## config.mk

```make
export PLATFORM = sky130hd
export DESIGN_NAME = module_demux
export DESIGN_NICKNAME = d
export VERILOG_FILES = /design/src/rtl/module_demux.sv
export SDC_FILE = /design/constraint.sdc
export NUM_CORES = 1
export LEC_CHECK = 0
export ABC_AREA = 1
export BUFFER_PORTS_ARGS = -buffer_cell sky130_fd_sc_hd__buf_2
export CAP_MARGIN = 25
export CORE_ASPECT_RATIO = 1.25
export CORE_MARGIN = 2
export CORE_UTILIZATION = 40
export DETAILED_ROUTE_END_ITERATION = 8
export HOLD_SLACK_MARGIN = 0.15
export PLACE_DENSITY = 0.69
export RECOVER_POWER = 25
export SLEW_MARGIN = 20
export SYNTH_ARGS = -nofsm -noshare
export SYNTH_HDL_FRONTEND = slang
export SYNTH_SLANG_ARGS = --single-unit
export TNS_END_PERCENT = 20
```

## constraint.sdc

```tcl
create_clock -name clk -period 1.3 [get_ports clk]
set_input_delay 0.065 -clock clk [delete_from_list [all_inputs] [get_ports clk]]
set_output_delay 0.065 -clock clk [all_outputs]
set_load 0.01 [all_outputs]
```

## src/rtl/module_demux.sv

```systemverilog
// module_demux: receive side of a two-value time-multiplexed bus.
// The selector and bus are synchronized. After each selector edge the block waits
// SETTLE_CYCLES, then latches the bus into i_out (sel=0) or p_out (sel=1).
// It pulses a valid strobe for each capture, and pair_valid for an i-then-p pair.
// Optional feature: define DEMUX_STABLE_CHECK_EN to reject captures of a bus
// that changed too recently. A rejected capture gives an err pulse instead of a strobe.
module module_demux #(
  parameter int unsigned SETTLE_CYCLES = 16,
  parameter int unsigned W             = 4
) (
  input  logic         clk,
  input  logic         rst,
  input  logic         sel_in,
  input  logic [W-1:0] w,
  output logic [W-1:0] i_out,
  output logic [W-1:0] p_out,
  output logic         i_valid,
  output logic         p_valid,
  output logic         pair_valid,
  output logic         err
);
  localparam int unsigned   CW      = $clog2(SETTLE_CYCLES + 1);
  localparam logic [CW-1:0] CntLoad = CW'(SETTLE_CYCLES - 1);

  typedef enum logic [0:0] {StIdle, StSettle} state_e;

  logic          sel_meta_q, sel_s_q;
  logic [W-1:0]  w_meta_q, w_s_q;
  logic          sel_edge;
  state_e        state_q, state_d;
  logic [CW-1:0] cnt_q, cnt_d;
  logic          phase_q, phase_d;
  logic          have_i_q, have_i_d;
  logic          capture, stable, commit;
  logic [W-1:0]  i_d, p_d;
  logic          i_valid_d, p_valid_d, pair_valid_d;

  // Two-flop synchronizers for the selector and the bus, kept aligned
  always_ff @(posedge clk or posedge rst) begin
    if (rst) begin
      sel_meta_q <= 1'b0;
      sel_s_q    <= 1'b0;
      w_meta_q   <= '0;
      w_s_q      <= '0;
    end else begin
      sel_meta_q <= sel_in;
      sel_s_q    <= sel_meta_q;
      w_meta_q   <= w;
      w_s_q      <= w_meta_q;
    end
  end

  // This compares sel_s with the value about to enter it. It gives the sel_s-vs-delayed-sel_s
  // edge one cycle early, so the capture edge lands exactly SETTLE_CYCLES after sel_s changes.
  assign sel_edge = sel_meta_q ^ sel_s_q;

  // Settle FSM: an edge (re)starts the countdown, and terminal count with no edge captures
  always_comb begin
    state_d = state_q;
    cnt_d   = cnt_q;
    phase_d = phase_q;
    capture = 1'b0;
    unique case (state_q)
      StIdle: begin
        if (sel_edge) begin
          state_d = StSettle;
          cnt_d   = CntLoad;
          phase_d = sel_meta_q;
        end
      end
      StSettle: begin
        if (sel_edge) begin
          cnt_d   = CntLoad;
          phase_d = sel_meta_q;
        end else if (cnt_q != '0) begin
          cnt_d = cnt_q - CW'(1);
        end else begin
          capture = 1'b1;
          state_d = StIdle;
        end
      end
      default: state_d = StIdle;
    endcase
  end

  // Capture routing: w_s goes to the register for the settled phase
  always_comb begin
    i_d          = i_out;
    p_d          = p_out;
    have_i_d     = have_i_q;
    i_valid_d    = 1'b0;
    p_valid_d    = 1'b0;
    pair_valid_d = 1'b0;
    commit       = capture & stable;
    if (commit) begin
      if (!phase_q) begin
        i_d       = w_s_q;
        i_valid_d = 1'b1;
        have_i_d  = 1'b1;
      end else begin
        p_d          = w_s_q;
        p_valid_d    = 1'b1;
        pair_valid_d = have_i_q;
        have_i_d     = 1'b0;
      end
    end
  end

  // State, capture registers and strobes
  always_ff @(posedge clk or posedge rst) begin
    if (rst) begin
      state_q    <= StIdle;
      cnt_q      <= '0;
      phase_q    <= 1'b0;
      have_i_q   <= 1'b0;
      i_out      <= '0;
      p_out      <= '0;
      i_valid    <= 1'b0;
      p_valid    <= 1'b0;
      pair_valid <= 1'b0;
    end else begin
      state_q    <= state_d;
      cnt_q      <= cnt_d;
      phase_q    <= phase_d;
      have_i_q   <= have_i_d;
      i_out      <= i_d;
      p_out      <= p_d;
      i_valid    <= i_valid_d;
      p_valid    <= p_valid_d;
      pair_valid <= pair_valid_d;
    end
  end

`ifdef DEMUX_STABLE_CHECK_EN
  localparam logic [2:0] StabMin = (SETTLE_CYCLES < 4) ? 3'(SETTLE_CYCLES) : 3'd4;

  logic [2:0] stab_q, stab_d;
  logic       err_q;

  // Count the cycles w_s has held its value, saturating at 4
  always_comb begin
    stab_d = stab_q;
    if (w_meta_q != w_s_q) begin
      stab_d = '0;
    end else if (stab_q != 3'd4) begin
      stab_d = stab_q + 3'd1;
    end
  end

  // Stability counter and reject strobe
  always_ff @(posedge clk or posedge rst) begin
    if (rst) begin
      stab_q <= '0;
      err_q  <= 1'b0;
    end else begin
      stab_q <= stab_d;
      err_q  <= capture & ~stable;
    end
  end

  assign stable = (stab_q >= StabMin);
  assign err    = err_q;
`else
  assign stable = 1'b1;
  assign err    = 1'b0;
`endif

endmodule

```

==> flow_summary.json <==
{
  "status": "complete, no violations",
  "via_per_inst": 4.674,
  "final.setup.tns_ps": 0,
  "synth.yosys.seq_area_share_pct": 65.24,
  "grt-ovfl-total": 0,
  "clockRootBuffer": "clkbuf_4",
  "gr-usage-all-layers_pct": 13.64,
  "dpl.cell_count": 161,
  "clock-skew-final_ps": 5.432,
  "drtIter0Drc": 20,
  "fmax_mhz": 788.4,
  "critPathLaunchType": "flop",
  "syn_area_per_cell_um2": 10.20,
  "final_core_util_pct": 56.11,
  "synth_fp_nets": 117,
  "drv_cap": 0,
  "rsz0062_at_grt": "yes",
  "rows": 21,
  "p_leak_nw": 0.8106,
  "antenna_found_initial": 0,
  "drt-total-wl_um": 1910,
  "fill_cells": 237,
  "syn_to_final_growth_pct": 33.86,
  "fin_cells": 181,
  "gp_congestion": 0.7890,
  "dr.pass1.iters": 4,
  "worstPathArrival_ps": 1540,
  "cts_sinks": 29,
  "dieWidth_um": 51.17,
  "pin_count": 19,
  "start_util_pct": 41.91,
  "grt_pass1_vias": 767,
  "ys_types": 16,
  "relSlewSlack_pct": 56.02,
  "slew_violations": 0,
  "setup_ws_ps": 31.62,
  "h-tree-depth": 2,
  "grt_max_degree": 30,
  "worst_pin_slew_ps": 659.7,
  "synth_seq_cells": 29,
  "power_density_nw_per_um2": 1391,
  "ys.warnings.count": 0,
  "wl_per_cell_um": 10.55,
  "period_minus_slack_ps": 1268,
  "grt_pass1_wl_um": 3153,
  "final_area_um2": 1489,
  "diodes": 0,
  "worstSetupPathType": "flop to flop",
  "fin_nets": 154,
  "async_flop_share_pct": 100.0,
  "cts_buffer_depth": 2,
  "crit_required_ps": 1570,
  "dp_slack_ps": -21.31,
  "finalCritPeriodShare_pct": 97.57,
  "tritoncts": "done",
  "core-area_um2": 2654,
  "dp.final_hpwl_um": 1215,
  "port_buffers": 17,
  "die_y_um": 62.96,
  "drive_above_1_share_pct": 33.33,
  "path_clk_slew_ps": 90,
  "setup_viol": 0,
  "total_power_mw": 2.071,
  "path_max_fanout": 3,
  "clk_latency_ps": 330,
  "cts_buffers": 5,
  "syn_inst": 109,
  "vdd_drop_max_v": 0.001015,
  "netlist_area_um2": 1112,
  "end_kind": "flop",
  "fin_hold_ws_ps": 355.4,
  "placed_area_um2": 1247,
  "hold_viol_final": 0,
  "synth_edf_count": 0,
  "min_path_type": "flop to flop",
  "num_vias": 846,
  "layout_common_cells": "nand2_1 (29), dfrtp_1 (29), buf_2 (17)",
  "antenna_left": 0,
  "dieArea_um2": 3221,
  "drc": 0,
  "ys.flop_type": "dfrtp_1"
}
-- final cells by class --
class	count	area, um2	area share, %
clock inverters	3	65.06	4.370
inverters	14	52.55	3.529
repair buffers	30	195.2	13.11
clock buffers	5	37.54	2.521
flip-flops and latches	29	725.7	48.74
well taps	34	42.54	2.857
multi-input cells	66	370.4	24.87
-- path summary, 6_finish.rpt --
| path | cells past startpoint | from | to | slack [ps] |
|---|---|---|---|---|
| setup / recovery | 7 | cnt_q[0]$_DFFE_PP0P_ | cnt_q[2]$_DFFE_PP0P_ | 30 |
| hold / removal | 0 | w_meta_q[3]$_DFF_PP0_ | w_s_q[3]$_DFF_PP0_ | 360 |
| setup reg to reg | 7 | cnt_q[0]$_DFFE_PP0P_ | cnt_q[2]$_DFFE_PP0P_ | 30 |
| hold reg to reg | 0 | w_meta_q[3]$_DFF_PP0_ | w_s_q[3]$_DFF_PP0_ | 360 |
| max in group asynchronous | 4 | rst | phase_q$_DFFE_PP0P_ | 420 |
| min in group asynchronous | 4 | rst | w_meta_q[1]$_DFF_PP0_ | 450 |
-- power breakdown --
| group | internal (mW) | switching (mW) |
|---|---|---|
| Clock | 0.595 | 0.304 |
| Sequential | 0.942 | 0.0278 |
| Combinational | 0.0951 | 0.108 |
-- timing repair --
action,CTS,global route
gates cloned,0,1
pin swaps,2,5
setup buffers,0,5
hold buffers,6,0
endpoints found under the hold margin,34,0
endpoints found under the setup margin,11,12
resized for setup,2,7
-- critical path: stages (launching register included) --
cell and delay [ps]:
dfrtp_1 370, inv_2 60, ha_4 170, buf_4 140
or2_2 300, nand3_2 70, nand2_1 40, nand2_1 60
-- Yosys cell counts, types with 2 or more instances --
| library cell | count | area, um2 |
|---|---|---|
| nand3_1 | 17 | 85.08 |
| nand2_1 | 30 | 112.6 |
| nand2_2 | 2 | 12.51 |
| nor2_2 | 2 | 12.51 |
| inv_1 | 13 | 48.80 |
| dfrtp_1 | 29 | 725.7 |
| nor2_4 | 2 | 22.52 |
| nand3_2 | 3 | 30.03 |
| nor2_1 | 2 | 7.510 |
| o21ai_0 | 3 | 15.01 |
-- cells by family after synthesis --
family / count (synthesis) / share of synthesized area [%]
AOI/OAI and AO/OA: 3 / 1.349
adders and majority gates: 1 / 1.125
buffers and inverters: 15 / 5.400
DFF: 29 / 65.24
other: 1 / 0.3371
and+or+nand+nor: 60 / 26.55
-- sequential cells by signal, indices dropped and copies added (netlist names), 4 cells and up --
| register | count |
|---|---|
| p_out | 4 |
| i_out | 4 |
| cnt_q | 5 |
| w_s_q | 4 |
| w_meta_q | 4 |
-- routing by layer --
metal | GRT usage (%) | wire length (um)
met3 | 7.177 | 133
met2 | 21.27 | 986
met1 | 14.71 | 751
met5 | 0 | 0
met4 | 7.095 | 39
Note: power is estimated with default switching activity, not from simulation.
